### config.mk
export PLATFORM = sky130hd
export DESIGN_NAME = bin2bcd_seq
export DESIGN_NICKNAME = d
export VERILOG_FILES = /design/src/rtl/bin2bcd_seq.sv
export SDC_FILE = /design/constraint.sdc
export NUM_CORES = 1
export LEC_CHECK = 0
export ABC_AREA = 0
export BUFFER_PORTS_ARGS = -buffer_cell sky130_fd_sc_hd__buf_2
export CORE_ASPECT_RATIO = 0.6
export CORE_UTILIZATION = 35
export DETAILED_ROUTE_END_ITERATION = 6
export GPL_ROUTABILITY_DRIVEN = 0
export GPL_TIMING_DRIVEN = 0
export PLACE_DENSITY = 0.55
export SLEW_MARGIN = 5
export SYNTH_ARGS = -nofsm -noshare
export SYNTH_HDL_FRONTEND = slang
export SYNTH_SLANG_ARGS = --single-unit
export TNS_END_PERCENT = 100
### constraint.sdc
create_clock -name clk -period 2.95 [get_ports clk]
set_clock_uncertainty 0.1 [all_clocks]
set_input_delay 0.59 -clock clk [delete_from_list [all_inputs] [get_ports clk]]
set_output_delay 0.59 -clock clk [all_outputs]
set_load 0.03 [all_outputs]
### src/rtl/bin2bcd_seq.sv
// Sequential double-dabble binary-to-BCD converter, one shift-add-3 iteration per clock.
// Result valid BIN_W cycles after accept; held in DONE until out_ready, no input accepted meanwhile.
module bin2bcd_seq #(
   parameter int BIN_W  = 10,
   parameter int N_DIG  = 3,
   parameter int SIGNED = 0
) (
   input  logic                       clk,
   input  logic                       rst_n,
   input  logic                       in_valid,
   output logic                       in_ready,
   input  logic [BIN_W-1:0]           bin_in,
   output logic                       out_valid,
   input  logic                       out_ready,
   output logic [4*N_DIG-1:0]         bcd_out,
   output logic                       neg,
   output logic                       ovf,
   output logic [$clog2(N_DIG+1)-1:0] sig_digits
);

   localparam int BCD_W = 4 * N_DIG;
   localparam int CNT_W = $clog2(BIN_W + 1);
   localparam int SD_W  = $clog2(N_DIG + 1);
   localparam logic [CNT_W-1:0] LAST_ITER = CNT_W'(BIN_W - 1);
   localparam logic [BCD_W-1:0] SAT_BCD   = {N_DIG{4'h9}};

   typedef enum logic [1:0] {
      IDLE  = 2'd0,
      SHIFT = 2'd1,
      DONE  = 2'd2
   } state_t;

   state_t state_q, state_d;

   logic [BIN_W-1:0] bin_q, bin_d;
   logic [BCD_W-1:0] bcd_q, bcd_d;
   logic [CNT_W-1:0] cnt_q, cnt_d;
   logic             neg_int_q, neg_int_d;
   logic             ovf_int_q, ovf_int_d;

   logic [BCD_W-1:0] bcd_out_q, bcd_out_d;
   logic             neg_out_q, neg_out_d;
   logic             ovf_out_q, ovf_out_d;
   logic [SD_W-1:0]  sig_out_q, sig_out_d;

   logic             accept;
   logic             last_iter;
   logic             in_neg;
   logic [BIN_W-1:0] mag;
   logic [BCD_W-1:0] corr;
   logic [BCD_W-1:0] bcd_shift;
   logic [BIN_W-1:0] bin_shift;
   logic             ovf_shift;
   logic [SD_W-1:0]  sig_cnt;

   assign accept    = in_valid && in_ready;
   assign last_iter = (state_q == SHIFT) && (cnt_q == LAST_ITER);

   // ---------------- FSM: state register ----------------
   always_ff @(posedge clk) begin
      if (!rst_n) begin
         state_q <= IDLE;
      end else begin
         state_q <= state_d;
      end
   end

   // ---------------- FSM: next state ----------------
   always_comb begin
      state_d = state_q;
      case (state_q)
         IDLE:    if (accept) state_d = SHIFT;
         SHIFT:   if (cnt_q == LAST_ITER) state_d = DONE;
         DONE:    if (out_ready) state_d = IDLE;
         default: state_d = IDLE;
      endcase
   end

   // ---------------- FSM: outputs ----------------
   always_comb begin
      in_ready  = (state_q == IDLE);
      out_valid = (state_q == DONE);
   end

   // Negating as an unsigned BIN_W-bit value keeps -2**(BIN_W-1) representable.
   always_comb begin
      in_neg = (SIGNED != 0) && bin_in[BIN_W-1];
      mag    = in_neg ? -bin_in : bin_in;
   end

   // One double-dabble step: add-3 correction per digit, then shift {bcd,bin} left.
   always_comb begin
      corr = '0;
      for (int d = 0; d < N_DIG; d++) begin
         if (bcd_q[4*d +: 4] >= 4'd5) begin
            corr[4*d +: 4] = bcd_q[4*d +: 4] + 4'd3;
         end else begin
            corr[4*d +: 4] = bcd_q[4*d +: 4];
         end
      end
      bcd_shift = {corr[BCD_W-2:0], bin_q[BIN_W-1]};
      bin_shift = {bin_q[BIN_W-2:0], 1'b0};
      ovf_shift = ovf_int_q | corr[BCD_W-1];
   end

   always_comb begin
      sig_cnt = SD_W'(1);
      for (int d = 0; d < N_DIG; d++) begin
         if (bcd_shift[4*d +: 4] != 4'd0) begin
            sig_cnt = SD_W'(d + 1);
         end
      end
   end

   // Published outputs only change on the last iteration, so they hold through IDLE.
   always_comb begin
      bin_d     = bin_q;
      bcd_d     = bcd_q;
      cnt_d     = cnt_q;
      neg_int_d = neg_int_q;
      ovf_int_d = ovf_int_q;
      bcd_out_d = bcd_out_q;
      neg_out_d = neg_out_q;
      ovf_out_d = ovf_out_q;
      sig_out_d = sig_out_q;
      case (state_q)
         IDLE: begin
            if (accept) begin
               bin_d     = mag;
               bcd_d     = '0;
               cnt_d     = '0;
               neg_int_d = in_neg;
               ovf_int_d = 1'b0;
            end
         end
         SHIFT: begin
            bin_d     = bin_shift;
            bcd_d     = bcd_shift;
            ovf_int_d = ovf_shift;
            cnt_d     = cnt_q + CNT_W'(1);
            if (last_iter) begin
               bcd_out_d = ovf_shift ? SAT_BCD : bcd_shift;
               neg_out_d = neg_int_q;
               ovf_out_d = ovf_shift;
               sig_out_d = ovf_shift ? SD_W'(N_DIG) : sig_cnt;
            end
         end
         default: ;
      endcase
   end

   always_ff @(posedge clk) begin
      if (!rst_n) begin
         bin_q     <= '0;
         bcd_q     <= '0;
         cnt_q     <= '0;
         neg_int_q <= 1'b0;
         ovf_int_q <= 1'b0;
         bcd_out_q <= '0;
         neg_out_q <= 1'b0;
         ovf_out_q <= 1'b0;
         sig_out_q <= '0;
      end else begin
         bin_q     <= bin_d;
         bcd_q     <= bcd_d;
         cnt_q     <= cnt_d;
         neg_int_q <= neg_int_d;
         ovf_int_q <= ovf_int_d;
         bcd_out_q <= bcd_out_d;
         neg_out_q <= neg_out_d;
         ovf_out_q <= ovf_out_d;
         sig_out_q <= sig_out_d;
      end
   end

   assign bcd_out    = bcd_out_q;
   assign neg        = neg_out_q;
   assign ovf        = ovf_out_q;
   assign sig_digits = sig_out_q;

endmodule

Word-level counts from Yosys, hierarchy flattened
Cells that the tools add are included.
{"block": "classes", "bitwise_logic": 1, "n_lt_le_gt_ge": 3, "eq_ne": 6, "n_reduce_logical": 9, "muxes": 19, "add_sub_neg": 4}
{"op": "12-bit 2-to-1 mux", "count": 2}
{"op": "12-bit case mux with 2 select lines", "count": 1}
{"op": "10-bit case mux with 2 select lines", "count": 1}
{"op": "4-bit 2-to-1 mux", "count": 4}
{"op": "4-bit by 2-bit adder with 4-bit output, second input constant", "count": 3}
{"op": "4-bit by 3-bit >= comparator with 1-bit output, second input constant", "count": 3}
{"op": "2-bit 2-to-1 mux", "count": 6}
{"op": "10-bit 2-to-1 mux", "count": 1}
{"op": "4-bit case mux with 2 select lines", "count": 1}
{"op": "4-bit nonzero test", "count": 2}
{"op": "2-bit by 1-bit != test with 1-bit output, second input constant", "count": 3}
{"op": "2-bit case mux with 3 select lines", "count": 1}
{"op": "4-bit by 1-bit adder with 4-bit output, second input constant", "count": 1}
{"op": "4-bit equality test, second input constant", "count": 1}
{"op": "2-bit AND reduction", "count": 2}
{"op": "3-bit AND reduction", "count": 1}
{"op": "2-bit by 1-bit equality test with 1-bit output, second input constant", "count": 1}
{"op": "2-bit equality test, second input constant", "count": 1}
{"op": "1-bit logical AND", "count": 2}
{"op": "2-bit zero test", "count": 1}
{"op": "1-bit case mux with 2 select lines", "count": 1}
{"op": "2-bit nonzero test", "count": 1}
{"op": "1-bit 2-to-1 mux", "count": 1}
{"op": "1-bit bitwise OR", "count": 1}
{"block": "totals", "wordCells": 50, "inputBits": 14, "out_inout_bits": 18, "register_bits": 44}

Logic depth before layout (Yosys ltp)
Gate-level depths: netlist of run 1.
{"block": "depth", "ltp_word": 6, "mapped_depth": 9, "mapped_depth_nobuf": 7}

Least setup slack after synthesis of run 1
Ideal clock, no wire load.
{"block": "synth_timing", "path_type": "flip-flop to flip-flop", "start": "register cnt_q[0]", "end": "register sig_out_q[1] (netlist: sig_digits[1])", "required_ns": 2.723, "period_less_slack_ns": 2.155, "setup_time_ns": 0.127, "arrival_ns": 1.928, "setup_slack_ns": 0.795, "n_path_buf": 2, "path_stages_with_launch": 9, "path_cell_list": "dfxtp_1 -> ha_1 -> nand3b_4 -> or2_1 -> buf_6 -> or4_4 -> buf_6 -> nor4b_4 -> a21oi_1"}
{"block": "synth_via", "elab_chain_cells": 3}
{"item": "start: declaration", "line_no": "37", "rtl": "logic [CNT_W-1:0] cnt_q, cnt_d;"}
{"item": "start signal: assignment", "line_no": "166", "rtl": "cnt_q <= cnt_d;"}
{"item": "4-bit equality test", "line_no": "57", "rtl": "assign last_iter = (state_q == SHIFT) && (cnt_q == LAST_ITER);"}
{"item": "1-bit logical AND", "line_no": "57"}
{"item": "2-bit AND reduction (no line)"}
{"item": "end signal: assignment", "line_no": "172", "rtl": "sig_out_q <= sig_out_d;"}
{"item": "end: declaration", "line_no": "44", "rtl": "logic [SD_W-1:0] sig_out_q, sig_out_d;"}
No other way between the ends.
A chain may end at the register's enable or synchronous reset.

Final worst setup path of run 1
Same ends and word-level chain as after synthesis.

==> flow_summary.json, run 1 <==
{
  "outcome": "finished clean",
  "coreArea_um2": 5730,
  "crit-reg2reg-launch": "cnt_q[0]",
  "io-pin-count": 32,
  "worstSetupEndpointType": "flop",
  "drc_errors": 0,
  "clk_root_buffer_cell": "clkbuf_8",
  "number_of_buffer_cells_added_on_primary_ports": 30,
  "cts_inserted_buffers": 5,
  "critical_path_cell_count": 8,
  "cts.reportedPaths.clkPinSlew_ps": 90,
  "postSynthCellCount": 257,
  "post_synth_instance_area_um2": 2130,
  "clock_power_share": 0.348,
  "chipWidth_um": 103,
  "avg_vias_per_cell": 5.18,
  "post-dp-hpwl_um": 3920,
  "tritoncts": "done",
  "detailedRoute.firstIterationViolations": 134,
  "clk-insertion-delay-late_ps": 290,
  "synth-edff-count": 0,
  "max_stage_delay_ps": 510,
  "worst_slew_margin_rel": 0.406,
  "clock_tree.htree_level_count": 2,
  "pwr-share-seq": 0.565,
  "worst_hold_startpoint": "bcd_out[5]",
  "worst_ir_drop_vdd_mv": 0.166,
  "worstPathMaxFanout": 9,
  "vias_in_the_first_global_route": 1784,
  "synth_top_flop_cell": "dfxtp_1",
  "area.growth.synth_to_final_pct": 15.9,
  "critical-path-top-delay-family": "simple AND/OR/NAND/NOR gates",
  "drv_slew": 0,
  "worst_setup_path_startpoint": "cnt_q[0]",
  "p_leak_nw": 1.01,
  "rsz0062_at_grt": "no",
  "min_path_cells": 2,
  "maxCapViolCount": 0,
  "crit_buf_inv": 2,
  "cts_hold_fix_bufs": 0,
  "ys_top_cells_by_area": "dfxtp_1, a21oi_1, o21ai_0, nor2_1, ha_1",
  "synthesis.nets": 279,
  "power.density_cell_area_nw_per_um2": 447,
  "yosys_warnings": 0,
  "timing.critical_path.arrival_ps": 2480,
  "synth_async_sr_flop_share": 0,
  "crit_type": "flop to flop",
  "std_cell_rows": 21,
  "drt_wl_total_um": 5440,
  "final_min_period_over_clock_period": 0.815,
  "cts.sink_count": 44,
  "internal_power_mw": 0.808,
  "report.final.hold_viol_count": 0,
  "highest_achievable_clock_rate_mhz": 416,
  "maximum_number_of_pins_on_one_net_before_global_route_repair": 15,
  "grt_overflow_total": 0,
  "min_path_type": "flop to flop",
  "cell_type_with_the_highest_occurrence_count_on_the_critical_path": "buf_6",
  "drt.antenna.violating_nets": 0,
  "synth.avg_cell_area_um2": 8.29,
  "setup_viol": 0,
  "worstMarginPinSlew_ps": 882,
  "fin_setup_tns_ps": 0,
  "wire_length_of_the_first_global_routing_pass_um": 9040,
  "timing.critical_path.cells": "ha_1 -> nand3b_4 -> or2_1 -> buf_6 -> or4_4 -> buf_6 -> nor4b_4 -> a21oi_1",
  "total_power_mw": 1.10,
  "power.combinational.fraction": 0.087,
  "design.die.area_um2": 6410,
  "ys_seq_elements": 44,
  "drtPass1Iterations": 4,
  "switching_share": 0.268,
  "finalNetCount": 316,
  "power_switching_mw": 0.295,
  "vias": 1942,
  "hold_slack_ps": 356,
  "cts_buffer_depth": 2,
  "synth_top_cell_by_area": "dfxtp_1",
  "critPathSlowestCell": "or4_4",
  "synthDistinctLibCells": 38,
  "sequential_to_total_area_share_from_yosys_stat": 0.413,
  "die_y_um": 62.4,
  "fin_crit_ps": 2400,
  "grt_usage": 0.185,
  "post_cts_resized": 0,
  "postCtsSetupRepairBufs": 0,
  "detail_route.wl_per_cell_um": 14.5,
  "regToRegSetupSlack_ps": 550,
  "fraction_of_layout_cells_with_a_size_suffix_above_1": 0.173,
  "floorplan.initialDensity": 0.372,
  "antenna_cells": 0,
  "cp_data_required_time_ps": 3030,
  "cp-start-kind": "flop",
  "antenna_violations_before_repair": 0,
  "synthDominantCellAreaShare": 0.413,
  "ff_to_ff_path_depth": 8
}
-- cells in the final DEF (no fill, tap or decap), types with 5 or more instances in the layout --
| cell type | count |
|---|---|
| o21ai_0 | 24 |
| dfxtp_1 | 44 |
| o221a_2 | 5 |
| nand2_1 | 26 |
| clkbuf_1 | 13 |
| inv_1 | 9 |
| ha_1 | 8 |
| buf_2 | 30 |
| nand2b_1 | 7 |
| a21oi_1 | 29 |
| nor2_1 | 32 |
| clkbuf_8 | 5 |
| a22oi_1 | 12 |
| o221ai_1 | 8 |
-- final timing paths --
path	end
max	sig_digits[1]
min	bcd_out[5]
max reg2reg	sig_digits[1]
min reg2reg	bcd_out[5]
-- power by group through the flow --
stage	combinational, mW	clock, mW	sequential [mW]
2_1_floorplan	0.0641	0	0.632
5_1_grt	0.109	0.429	0.627
3_3_place_gp	0.0943	0	0.637
3_5_place_dp	0.0941	0	0.637
4_1_cts	0.0956	0.396	0.623
6_report	0.0955	0.384	0.624
-- stage by stage --
stage	util	std cells	cell area (um2)	setup slack, ps
floorplan	-	257	2130	795
global placement	0.416	367	2380	622
detailed placement	0.416	367	2380	595
CTS	0.431	375	2470	532
global route	0.431	375	2470	341
finish	0.431	375	2470	545
-- worst reg2reg max path, delay by kind of cell, from the launching register on --
family,cells,cell delay [ps]
AND/OR/NAND/NOR,4,1100
flip-flops,1,440
buffers and inverters,2,300
adder cells (fa/ha/maj),1,250
AO/OA/AOI/OAI,1,100
-- layout make-up --
| cell class | count | area (um2) |
|---|---|---|
| Multi-Input combinational cell | 187 | 1130 |
| Inverter | 10 | 37.5 |
| Fill cell | 618 | 3260 |
| Timing Repair Buffer | 30 | 150 |
| Sequential cell | 44 | 881 |
| Buffer | 16 | 78.8 |
| Clock inverter | 3 | 18.8 |
| Clock buffer | 5 | 68.8 |
| Tap cell | 80 | 100 |
-- cells in the mapped netlist (4+ instances only) --
cell and instances:
a21oi_1 29, nor2_1 32, dfxtp_1 44, nand2b_1 7, o221ai_1 8, a22oi_1 12, inv_1 9, clkbuf_1 13
ha_1 8, o221a_2 5, nand3_1 4, nand2_1 26, nor3_1 4, o21ai_0 24
-- state kept, by name, summed over array words and instances (netlist names) --
name and count:
bcd_out 12, bcd_q 12, bin_q 10, cnt_q 4
sig_digits 2, state_q 2, ovf 1, ovf_int_q 1
-- cells by family after synthesis --
| group | synth area share |
|---|---|
| muxes | 0.0194 |
| other | 0.00176 |
| and+or+nand+nor | 0.200 |
| AOI/OAI and AO/OA | 0.252 |
| adders and majority gates | 0.0470 |
| DFF | 0.413 |
| xor gates and xnor gates | 0.0123 |
| buffers and inverters | 0.0546 |
-- layer usage --
metal  routed length (um)  GRT usage  part of all wire
met2                 2140      0.238              0.39
met4                    0     0.0423                 0
met5                    0          0                 0
met1                 2960      0.299              0.54
met3                  332     0.0447             0.061
Power figures use the tool's default switching activity.
==> run 2, diff against run 1 <==
- PLACE_DENSITY: 0.55 -> 0.57
- clock period: 2.95 -> 2.1 ns (I/O delays scaled with it)
==> run 2 against run 1 <==
  * Register-to-register slack lost 500 ps
  * Combinational power up 47%
  * Flip-flop and latch count unchanged
  * Global-route usage is 0.67 points lower
  * Die area stayed put
  * Fmax grew 17%
  * Sequential share of layout area decreased by 1.1 points
  * Critical path type unchanged
  * Largest power group unchanged
  * Highest routed layer is now met4
==> flow_summary.json, run 2 (synthesized netlist as in run 1, its figures left out) <==
{
  "fraction_of_layout_cells_with_a_size_suffix_above_1": 0.236,
  "crit_type": "flop to flop",
  "finish.instance_area_um2": 2570,
  "chipWidth_um": 103,
  "cts_buffer_depth": 2,
  "cp-start-kind": "flop",
  "coreArea_um2": 5730,
  "highest_achievable_clock_rate_mhz": 486,
  "fillCellCount": 588,
  "rsz0062_at_grt": "yes",
  "final_min_period_over_clock_period": 0.979,
  "vias": 1963,
  "setup_viol": 0,
  "drtPass1Iterations": 4,
  "grt_overflow_total": 0,
  "drc_errors": 0,
  "stdcell_count": 381,
  "power.density_cell_area_nw_per_um2": 613,
  "fin_crit_ps": 2060,
  "outcome": "finished clean",
  "timing.critical_path.cells": "inv_1 -> ha_2 -> nand2b_4 -> nor3b_2 -> or4_4 -> buf_4 -> o221a_2",
  "cts.reportedPaths.clkPinSlew_ps": 80,
  "critPathSlowestCell": "or4_4",
  "timing.critical_path.arrival_ps": 2150,
  "drt.antenna.violating_nets": 0,
  "design.die.area_um2": 6410,
  "placed_cells": 367,
  "floorplan.initialDensity": 0.372,
  "antenna_violations_before_repair": 0,
  "cp_data_required_time_ps": 2190,
  "area.growth.synth_to_final_pct": 20.5,
  "clock_tree.htree_level_count": 2,
  "final_cell_mix": "dfxtp_1, nor2_1, buf_2",
  "clk-insertion-delay-late_ps": 300,
  "detailedRoute.firstIterationViolations": 87,
  "antenna_cells": 0,
  "total_power_mw": 1.57,
  "min_path_type": "input port to flop",
  "tritoncts": "done",
  "crit_buf_inv": 2,
  "critical-path-top-delay-family": "simple AND/OR/NAND/NOR gates",
  "detail_route.wl_per_cell_um": 14.4,
  "number_of_buffer_cells_added_on_primary_ports": 30,
  "io-pin-count": 32,
  "maxCapViolCount": 0,
  "max_stage_delay_ps": 550,
  "worstSetupEndpointType": "flop",
  "worstMarginPinSlew_ps": 671,
  "finalNetCount": 322,
  "cts.sink_count": 44,
  "worst_ir_drop_vdd_mv": 0.230,
  "final_common_cell": "dfxtp_1",
  "drv_slew": 0,
  "hold_slack_ps": 289,
  "clk_root_buffer_cell": "clkbuf_8",
  "detailed_place.area_um2": 2400,
  "wire_length_of_the_first_global_routing_pass_um": 8620,
  "report.final.hold_viol_count": 0,
  "worst_slack_ps": 43.6,
  "vias_in_the_first_global_route": 1699,
  "grt_usage": 0.178,
  "maximum_number_of_pins_on_one_net_before_global_route_repair": 13,
  "std_cell_rows": 21,
  "drt_wl_total_um": 5480,
  "avg_vias_per_cell": 5.15,
  "die_y_um": 62.4,
  "worst_slew_margin_rel": 0.548,
  "p_leak_nw": 1.05,
  "post-dp-hpwl_um": 3910,
  "cts_inserted_buffers": 5,
  "worstPathMaxFanout": 5,
  "dp_worst_setup_slack_ps": -268
}
## run 2: cell types whose count changed in the layout (fill, tap and decap cells not counted), sizes merged
cell	change
clkbuf	+3
buf	+6
clkinv	-3
## run 2: layer usage
metal	GRT usage	vias up	part of all wire
met1	0.287	913	0.52
met5	0	-	0
met3	0.0403	5	0.066
met4	0.0423	0	0.0053
li1	-	997	-
met2	0.232	48	0.40
## run 2: metrics by stage
step,util,setup TNS (ps)
2_1_floorplan,-,0
3_3_place_gp,0.419,-1710
3_5_place_dp,0.419,-1830
4_1_cts,0.435,0
5_1_grt,0.448,-126
6_report,0.448,0
## run 2: area by class of cell
class / count / area (um2) / area share
multi-input combinational: 187 / 1180 / 0.460
inverter: 10 / 37.5 / 0.0146
buffer: 15 / 70.1 / 0.0273
tap: 80 / 100 / 0.0390
sequential: 44 / 887 / 0.346
clock buffer: 8 / 90.1 / 0.0351
timing repair buffer: 37 / 203 / 0.0789
## run 2: path summary, 6_finish.rpt
kind | endpoint | slack [ps] | startpoint | depth (start not counted)
hold reg to reg | bcd_out[1] | 360 | bcd_out[1] | 2
setup / recovery | bcd_out[0] | 40 | bcd_q[8] | 7
hold / removal | state_q[1] | 290 | out_ready | 3
setup reg to reg | bcd_out[0] | 40 | bcd_q[8] | 7
## run 2: power by group
group | switching, mW | internal (mW)
sequential | 0.0199 | 0.856
combinational | 0.0884 | 0.0518
clock | 0.288 | 0.269
## run 2: what timing repair did
| item | CTS | global route |
|---|---|---|
| setup endpoints to repair | 16 | 24 |
| gates resized for setup | 4 | 11 |
| buffers inserted | 1 | 6 |
| pin swaps | 2 | 2 |
| gates cloned | 0 | 0 |
| hold buffers | 0 | 0 |
## run 2: worst min-delay path: stages
cell and delay, ps:
buf_2 80, or3_1 90, a21oi_1 60
==> run 3, diff against run 2 <==
- ABC_AREA: 0 -> 1
==> run 3 against run 2 <==
  * Non-clock buffer count fell by 12
  * Power fell by 5.0%
  * Combinational power shrank 7%
  * Utilization down 1.5 points
  * Via count increased by 0.10%
  * Sequential share of layout area is 0.77 points higher
  * Die area rose by 1.6%
  * Critical endpoint is now sig_digits[0]
  * Synthesized cell count grew 16%
==> flow_summary.json, run 3 <==
{
  "outcome": "finished clean",
  "yosys_warnings": 0,
  "cts.sink_count": 44,
  "chipWidth_um": 104,
  "synthesis.nets": 319,
  "cp-start-kind": "flop",
  "drt.antenna.violating_nets": 0,
  "ys_top_cells_by_area": "dfxtp_1, nand2_1, a21oi_1, inv_1, ha_1",
  "antenna_violations_before_repair": 0,
  "crit_type": "flop to flop",
  "report.final.hold_viol_count": 0,
  "synth.avg_cell_area_um2": 7.29,
  "cts.reportedPaths.clkPinSlew_ps": 80,
  "synthDistinctLibCells": 32,
  "ff_to_ff_path_depth": 10,
  "clock_tree.htree_level_count": 2,
  "coreArea_um2": 5750,
  "final_min_period_over_clock_period": 0.840,
  "cts_hold_fix_bufs": 0,
  "p_leak_nw": 1.10,
  "regToRegSetupSlack_ps": 340,
  "most_repeated_cell_in_the_gate_level_netlist_after_synthesis": "nand2_1",
  "stdcell_count": 414,
  "highest_achievable_clock_rate_mhz": 567,
  "rsz0062_at_grt": "no",
  "maxCapViolCount": 0,
  "worstPathMaxFanout": 6,
  "synthDominantCellAreaShare": 0.407,
  "finalNetCount": 356,
  "final_common_cell": "nand2_1",
  "drt_wl_total_um": 5130,
  "die_y_um": 62.9,
  "worst_setup_path_startpoint": "bcd_q[8]",
  "power.density_cell_area_nw_per_um2": 599,
  "floorplan.initialDensity": 0.376,
  "drv_slew": 0,
  "vias_in_the_first_global_route": 1702,
  "clk_root_buffer_cell": "clkbuf_8",
  "final_cell_mix": "nand2_1, dfxtp_1, buf_2",
  "worstMarginPinSlew_ps": 525,
  "ys_seq_elements": 44,
  "avg_vias_per_cell": 4.75,
  "postCtsSetupRepairBufs": 0,
  "wire_length_of_the_first_global_routing_pass_um": 8690,
  "grt_overflow_total": 0,
  "detailed_place.area_um2": 2420,
  "fraction_of_layout_cells_with_a_size_suffix_above_1": 0.198,
  "synth_top_cell_by_area": "dfxtp_1",
  "post-dp-hpwl_um": 3950,
  "maximum_number_of_pins_on_one_net_before_global_route_repair": 13,
  "cts_buffer_depth": 2,
  "std_cell_rows": 21,
  "min_path_type": "input port to flop",
  "post_cts_resized": 0,
  "worst_hold_startpoint": "bin_in[0]",
  "cp-endpoint": "sig_digits[0]",
  "synth_common_cells": "nand2_1, dfxtp_1, inv_1, a21oi_1, o21ai_0",
  "design.die.area_um2": 6520,
  "worstSetupEndpointType": "flop",
  "placed_cells": 407,
  "io-pin-count": 32,
  "timing.critical_path.arrival_ps": 1840,
  "worst_ir_drop_vdd_mv": 0.224,
  "sequential_to_total_area_share_from_yosys_stat": 0.407,
  "post_synth_instance_area_um2": 2170,
  "crit-reg2reg-launch": "bcd_q[8]",
  "fin_crit_ps": 1760,
  "fin_setup_tns_ps": 0,
  "drtPass1Iterations": 4,
  "cts_inserted_buffers": 5,
  "finish.instance_area_um2": 2490,
  "synth_top_flop_cell": "dfxtp_1",
  "reg2reg_to": "sig_digits[0]",
  "vias": 1965,
  "antenna_cells": 0,
  "cp_data_required_time_ps": 2170,
  "synth_async_sr_flop_share": 0,
  "grt_usage": 0.169,
  "detailedRoute.firstIterationViolations": 127,
  "detail_route.wl_per_cell_um": 12.4,
  "drc_errors": 0,
  "worst_slew_margin_rel": 0.650,
  "number_of_buffer_cells_added_on_primary_ports": 30,
  "min_path_cells": 3,
  "area.growth.synth_to_final_pct": 15.1,
  "postSynthCellCount": 297,
  "tritoncts": "done",
  "clk-insertion-delay-late_ps": 290,
  "fillCellCount": 628,
  "synth-edff-count": 0,
  "setup_viol": 0
}
==> run 3: cell count changes in the layout (fill, tap and decap cells not counted), sizes merged, moves of 3 or more <==
cell    delta
a22oi      -7
a31oi      +5
clkbuf    -12
inv       +24
mux2i      -3
nand2     +66
nand2b     -8
nand3     +10
nand4      +3
nor2      -11
o221a      -5
o221ai     -7
xnor2      -3
==> run 3: logic make-up (layout without fill, tap and decap cells) <==
| kind of cell | Yosys count | count (layout) | share of synthesized area |
|---|---|---|---|
| adders and majority gates | 8 | 8 | 0.0462 |
| buffers and inverters | 43 | 80 | 0.0872 |
| and+or+nand+nor | 134 | 134 | 0.284 |
| other | 1 | 1 | 0.00173 |
| DFF | 44 | 44 | 0.407 |
| xor gates and xnor gates | 1 | 1 | 0.00404 |
| AOI/OAI and AO/OA | 66 | 66 | 0.170 |
==> run 3: routing by layer <==
layer | wire length (um) | track usage
met1 | 2940 | 0.273
met5 | 0 | 0
met2 | 1920 | 0.217
met4 | 19 | 0.0326
met3 | 252 | 0.0375
==> run 3: worst min-delay path by stage <==
stage,to,slack [ps]
floorplan,bin_q[6],340
global placement,bin_q[6],350
detailed placement,bin_q[8],360
CTS,bin_q[0],270
global route,bin_q[0],260
finish,bin_q[0],280
==> run 3: stage by stage <==
stage                     worst slack (ps)  total power, mW   util  hold WS [ps]
after global placement                 398             1.01  0.420           355
after CTS                              366             1.51  0.433           272
after floorplan                        627            0.969      -           344
final                                  336             1.49  0.433           277
after global routing                   131             1.58  0.433           262
after detailed placement               364             1.01  0.420           360
==> run 3: critical path, stage by stage (launching register included) <==
cell	delay [ps]
dfxtp_1	440
inv_1	100
ha_1	220
inv_1	70
nand2_2	90
nand3_1	110
nand2_1	70
nand2_1	90
nand3_1	130
nor2_2	160
a21oi_1	80
==> run 3: report_power, final <==
| part | leakage, nW | switching (mW) | total (mW) | internal, mW |
|---|---|---|---|---|
| Sequential | 0.357 | 0.0128 | 0.865 | 0.852 |
| Clock | 0.0410 | 0.273 | 0.500 | 0.227 |
| Combinational | 0.704 | 0.0855 | 0.130 | 0.0447 |
==> run 3: cell type report <==
cell class	instances	area [um2]	share of cell area
clock inverter	1	5.00	0.00201
multi-input combinational	210	1100	0.440
clock buffer	6	72.6	0.0291
tap	80	100	0.0401
sequential	44	881	0.353
timing repair buffer	30	150	0.0602
buffer	10	65.1	0.0261
inverter	33	124	0.0497
